## src/rtl/icg_enable_ctrl.sv

```systemverilog
// Idle-detection clock-gate enable controller with a wake handshake and
// a saturating counter of gated-off cycles.
module icg_enable_ctrl #(
    parameter int IDLE_CYCLES = 8,
    parameter int WAKE_CYCLES = 2,
    parameter int STAT_W      = 16
) (
    input  logic              clk,
    input  logic              rst,
    input  logic              act,
    input  logic              wake_req,
    input  logic              test_en,
    input  logic              clr_stats,
    output logic              wake_ack,
    output logic              gate_en,
    output logic [1:0]        state,
    output logic [STAT_W-1:0] gated_cycles
);

    typedef enum logic [1:0] {
        ST_ON   = 2'd0,
        ST_HOLD = 2'd1,
        ST_OFF  = 2'd2,
        ST_WAKE = 2'd3
    } state_t;

    localparam logic [7:0]        IDLE_M1  = 8'(IDLE_CYCLES - 1);
    localparam logic [7:0]        WAKE_M1  = 8'(WAKE_CYCLES - 1);
    localparam logic [STAT_W-1:0] STAT_MAX = {STAT_W{1'b1}};

    state_t            state_q;
    logic [7:0]        cnt_q;
    logic              gate_en_q;
    logic [STAT_W-1:0] gated_q;
    logic              busy;

    assign busy = act | wake_req;

    // The counter is shared: idle run length in HOLD, settle time in WAKE.
    always_ff @(posedge clk or posedge rst) begin
        if (rst) begin
            state_q   <= ST_ON;
            cnt_q     <= 8'd0;
            gate_en_q <= 1'b1;
        end else if (test_en) begin
            state_q   <= ST_ON;
            cnt_q     <= 8'd0;
            gate_en_q <= 1'b1;
        end else begin
            case (state_q)
                ST_ON: begin
                    if (!busy) begin
                        if (IDLE_CYCLES == 1) begin
                            state_q   <= ST_OFF;
                            gate_en_q <= 1'b0;
                        end else begin
                            state_q <= ST_HOLD;
                            cnt_q   <= 8'd1;
                        end
                    end
                end
                ST_HOLD: begin
                    if (busy) begin
                        state_q <= ST_ON;
                        cnt_q   <= 8'd0;
                    end else if (cnt_q == IDLE_M1) begin
                        state_q   <= ST_OFF;
                        gate_en_q <= 1'b0;
                    end else begin
                        cnt_q <= cnt_q + 8'd1;
                    end
                end
                ST_OFF: begin
                    if (busy) begin
                        state_q   <= ST_WAKE;
                        cnt_q     <= 8'd0;
                        gate_en_q <= 1'b1;
                    end
                end
                ST_WAKE: begin
                    if (cnt_q == WAKE_M1) begin
                        state_q <= ST_ON;
                        cnt_q   <= 8'd0;
                    end else begin
                        cnt_q <= cnt_q + 8'd1;
                    end
                end
                default: begin
                    state_q   <= ST_ON;
                    cnt_q     <= 8'd0;
                    gate_en_q <= 1'b1;
                end
            endcase
        end
    end

    // Clear takes priority over a same-edge increment.
    always_ff @(posedge clk or posedge rst) begin
        if (rst) begin
            gated_q <= '0;
        end else if (clr_stats) begin
            gated_q <= '0;
        end else if (state_q == ST_OFF && !test_en && gated_q != STAT_MAX) begin
            gated_q <= gated_q + 1'b1;
        end
    end

    assign gate_en      = gate_en_q | test_en;
    assign wake_ack     = wake_req & (state_q == ST_ON || state_q == ST_HOLD);
    assign state        = state_q;
    assign gated_cycles = gated_q;

endmodule
```

## config.mk

```make
export PLATFORM = sky130hd
export DESIGN_NAME = icg_enable_ctrl
export DESIGN_NICKNAME = d
export VERILOG_FILES = /design/src/rtl/icg_enable_ctrl.sv
export SDC_FILE = /design/constraint.sdc
export NUM_CORES = 1
export LEC_CHECK = 0
export BUFFER_PORTS_ARGS = -buffer_cell sky130_fd_sc_hd__buf_2
export CAP_MARGIN = 15
export CORE_ASPECT_RATIO = 0.9
export CORE_MARGIN = 3
export CORE_UTILIZATION = 50
export CTS_CLUSTER_DIAMETER = 150
export DETAILED_ROUTE_END_ITERATION = 6
export GPL_ROUTABILITY_DRIVEN = 0
export PLACE_DENSITY = 0.82
export SLEW_MARGIN = 10
export SYNTH_ARGS = -nofsm -noshare
export SYNTH_HDL_FRONTEND = slang
export SYNTH_SLANG_ARGS = --single-unit
```

## constraint.sdc

```tcl
create_clock -name clk -period 4.3 [get_ports clk]
set_input_delay 0.215 -clock clk [delete_from_list [all_inputs] [get_ports clk]]
set_output_delay 0.215 -clock clk [all_outputs]
set_load 0.005 [all_outputs]
```

==> run_summary.xml <==
<?xml version="1.0" encoding="UTF-8"?>
<metrics>
  <group name="floorplan">
    <metric name="design.die.area" unit="sq mm">0.004132</metric>
    <metric name="initial_cell_density_of_the_core" unit="%">53.70</metric>
    <metric name="core_area" unit="sq mm">0.003162</metric>
    <metric name="placementRows" unit="">19</metric>
    <metric name="design.portCount" unit="">26</metric>
    <metric name="die_height" unit="microns">61.29</metric>
    <metric name="floorplan.die.width" unit="microns">67.43</metric>
  </group>
  <group name="timing">
    <metric name="rsz_0062_raised_after_global_routing" unit="">no</metric>
    <metric name="timing.clock.skew" unit="ns">0.001076</metric>
    <metric name="final-max-slew-violation-count" unit="">0</metric>
    <metric name="finalHoldViolCount" unit="">13</metric>
    <metric name="portion_of_the_clock_cycle_consumed_by_the_worst_path_in_the_final_layout" unit="%">55.65</metric>
    <metric name="fin_setup_tns" unit="ns">0</metric>
    <metric name="max_slew.worst_pin.slew" unit="ns">0.9942</metric>
    <metric name="layout_min_cycle_time" unit="ns">2.393</metric>
    <metric name="timing.slew.headroom" unit="%">33.11</metric>
    <metric name="hold-worst-slack" unit="ns">-0.02389</metric>
    <metric name="report.final.setup_viol" unit="">0</metric>
    <metric name="maxClockFrequency" unit="MHz">417.9</metric>
  </group>
  <group name="finish">
    <metric name="final_cell_count_no_fill" unit="">259</metric>
    <metric name="layout-drive-gt1-share" unit="%">17.97</metric>
    <metric name="diodes" unit="">0</metric>
    <metric name="total_nets_final" unit="">227</metric>
    <metric name="final_core_utilization" unit="%">59.83</metric>
    <metric name="area.growth.synth_to_final" unit="%">11.42</metric>
    <metric name="fillCellCount" unit="">287</metric>
  </group>
  <group name="routing">
    <metric name="routed_via_count" unit="">1628</metric>
    <metric name="post-route-drc-count" unit="">0</metric>
    <metric name="routed_wire_length_per_instance" unit="microns">14.87</metric>
    <metric name="detailedRoute.firstPassIterationCount" unit="">4</metric>
    <metric name="postRouteWirelength" unit="mm">3.852</metric>
    <metric name="dr.first_iter.drc_count" unit="">101</metric>
    <metric name="vias_per_cell" unit="">6.286</metric>
    <metric name="postRouteAntennaNets" unit="">0</metric>
  </group>
  <group name="yosys">
    <metric name="syn-cell-area" unit="sq mm">0.001698</metric>
    <metric name="synth_largest_area_cell" unit="">sky130_fd_sc_hd__dfrtp_1</metric>
    <metric name="area_fraction_of_the_dominant_cell_type_after_synthesis" unit="%">38.32</metric>
    <metric name="yosys_warnings" unit="">0</metric>
    <metric name="synthArstFlopShare" unit="%">100.0</metric>
    <metric name="synth_area_per_cell" unit="sq um">8.663</metric>
    <metric name="yosys_register_bits" unit="">27</metric>
    <metric name="netlist_top_cells_area" unit="">sky130_fd_sc_hd__dfrtp_1, sky130_fd_sc_hd__nand3_1, sky130_fd_sc_hd__nand2_1</metric>
    <metric name="yosysMostFrequentCell" unit="">sky130_fd_sc_hd__dfrtp_1</metric>
    <metric name="mappedNetlistNets" unit="">205</metric>
    <metric name="yosysSeqAreaShare" unit="%">39.87</metric>
    <metric name="synth.cells.most_frequent" unit="">sky130_fd_sc_hd__dfrtp_1, sky130_fd_sc_hd__nand2_1, sky130_fd_sc_hd__nor2_1</metric>
    <metric name="primary_flip_flop_cell_chosen_by_synthesis_mapping" unit="">sky130_fd_sc_hd__dfrtp_1</metric>
    <metric name="ys_types" unit="">49</metric>
    <metric name="synth_cells" unit="">196</metric>
    <metric name="synth_enable_flop_cells" unit="">0</metric>
  </group>
  <group name="placement">
    <metric name="port-buffer-count" unit="">25</metric>
    <metric name="placed_insts" unit="">254</metric>
    <metric name="place.detailed.hpwl" unit="mm">2.694</metric>
  </group>
  <group name="critical_path">
    <metric name="critical_path.top_delay_family" unit="">simple AND/OR/NAND/NOR gates</metric>
    <metric name="arrival_time_worst_endpoint" unit="ns">2.59</metric>
    <metric name="crit_buf_inv" unit="">0</metric>
    <metric name="worst_setup_path_start_kind" unit="">register</metric>
    <metric name="critPathMaxFanout" unit="">16</metric>
    <metric name="worstSetupPathType" unit="">reg -&gt; reg</metric>
    <metric name="critPathCaptureType" unit="">register</metric>
    <metric name="critical_path.slowest_cell" unit="">sky130_fd_sc_hd__dfrtp_1</metric>
    <metric name="cp.required" unit="ns">4.50</metric>
    <metric name="worst-r2r-setup-slack" unit="ns">1.91</metric>
    <metric name="slowest_delay" unit="ns">0.64</metric>
    <metric name="worstPathCellList" unit="">or3b_1 &gt; or4_4 &gt; or4_1 &gt; a21oi_1</metric>
  </group>
  <group name="global_routing">
    <metric name="initial_antenna_violation_count" unit="">0</metric>
    <metric name="grt_util_all_layers" unit="%">20.47</metric>
    <metric name="grt_first_pass_wirelength" unit="mm">6.555</metric>
    <metric name="first_global_vias" unit="">1421</metric>
    <metric name="grt_max_degree" unit="">28</metric>
    <metric name="overflow" unit="">0</metric>
  </group>
  <group name="power_and_ir_drop">
    <metric name="power.leakage" unit="nW">0.7978</metric>
    <metric name="irDropWorstVdd" unit="uV">226.8</metric>
    <metric name="fin_total_pwr" unit="mW">0.4352</metric>
    <metric name="power-per-cell-area" unit="mW/mm^2">230.0</metric>
  </group>
  <group name="clocking">
    <metric name="cts_tree" unit="">yes</metric>
    <metric name="numClockSinks" unit="">27</metric>
    <metric name="cts-root-buf" unit="">sky130_fd_sc_hd__clkbuf_8</metric>
    <metric name="cts.reportedPaths.clkPinSlew" unit="ns">0.09</metric>
    <metric name="cts-hold-fix-buffers" unit="">0</metric>
    <metric name="post-cts-setup-buffer-count" unit="">0</metric>
    <metric name="htree_levels" unit="">1</metric>
    <metric name="longest_clk_path_bufs" unit="">2</metric>
    <metric name="clock_latency_reported_for_the_late_side_of_the_worst_skew_pair" unit="ns">0.27</metric>
    <metric name="numCtsBuffers" unit="">3</metric>
    <metric name="number_of_gates_given_a_new_drive_strength_after_cts" unit="">0</metric>
  </group>
  <group name="job">
    <metric name="drv.max_cap_violation_count" unit="">0</metric>
  </group>
  <group name="hold_path">
    <metric name="worstHoldPathType" unit="">in -&gt; async</metric>
  </group>
  <group name="outcome">
    <metric name="failed_checks" unit="">hold timing</metric>
    <metric name="run_status" unit="">finished with violations</metric>
  </group>
</metrics>
[worst reg2reg max path, stage by stage (launching register included)]
cell	delay, ns
sky130_fd_sc_hd__dfrtp_1	0.64
sky130_fd_sc_hd__or3b_1	0.51
sky130_fd_sc_hd__or4_4	0.61
sky130_fd_sc_hd__or4_1	0.41
sky130_fd_sc_hd__a21oi_1	0.15
[metal layers]
metal / vias to the layer above / global-route usage [%] / routed length, microns
met1: 792 / 30.28 / 1939
li1: 788 / - / -
met4: 0 / 4.624 / 32
met3: 4 / 4.197 / 192
met2: 44 / 31.09 / 1687
met5: - / 0 / 0
[metrics by stage]
step	hold slack (ns)	cell area (sq um)	worst slack, ns
finish	-0.02389	1892	1.907
global route	0.01741	1892	1.816
CTS	0.2223	1877	1.936
detailed placement	0.4832	1832	1.962
global placement	0.4838	1832	1.989
floorplan	0.2670	1698	2.244
[cell usage in the layout (no fill, tap or decap), drive strengths merged, types with 2 or more instances in the layout]
cell and n:
nor2 14, a2bb2oi 2, o211ai 5, a21oi 11
nand2 15, or2 3, o21ai 7, ha 3
o31a 2, nor2b 4, a211o 2, nand4b 2
and3 2, nand4 4, mux2 4, o41ai 2
clkbuf 4, or4 5, inv 11, nand3 12
o31ai 5, nor4 9, a31oi 3, or3 7
dfrtp 26, buf 26, nor3 7, nand2b 3
[power by group]
group	total (mW)	switching [mW]	internal, mW	leakage [nW]
Sequential	0.261	0.00417	0.256	0.371
Clock	0.143	0.0767	0.0664	0.0228
Combinational	0.0316	0.0196	0.0120	0.404
Total	0.435	0.100	0.335	0.798
[sequential cells by signal, summed over array words and instances (netlist names)]
| signal | count |
|---|---|
| cnt_q | 8 |
| state | 2 |
| gate_en_q | 1 |
| gated_cycles | 16 |
[area by class of cell]
| class | count | area (sq um) | area share, % |
|---|---|---|---|
| Sequential cell | 27 | 676.9 | 35.78 |
| Tap cell | 42 | 52.55 | 2.778 |
| Multi-Input combinational cell | 149 | 935.9 | 49.47 |
| Inverter | 11 | 41.29 | 2.183 |
| Clock buffer | 4 | 45.04 | 2.381 |
| Timing Repair Buffer | 26 | 140.1 | 7.407 |
[logic make-up after synthesis]
family	synth area share, %
AOI/OAI and AO/OA	20.19
adders and majority gates	2.211
and+or+nand+nor	30.07
DFF	39.87
buffers and inverters	5.010
muxes	2.653
[worst paths after layout]
check	startpoint	end	cells after the start
min	rst	cnt_q[6]	2
min reg2reg	gate_en_q	gate_en_q	2
max	state[1]	gated_cycles[14]	4
max reg2reg	state[1]	gated_cycles[14]	4
min in group clk	test_en	gate_en_q	3
max in group asynchronous	rst	gate_en_q	3
(Power assumes the default switching activity.)
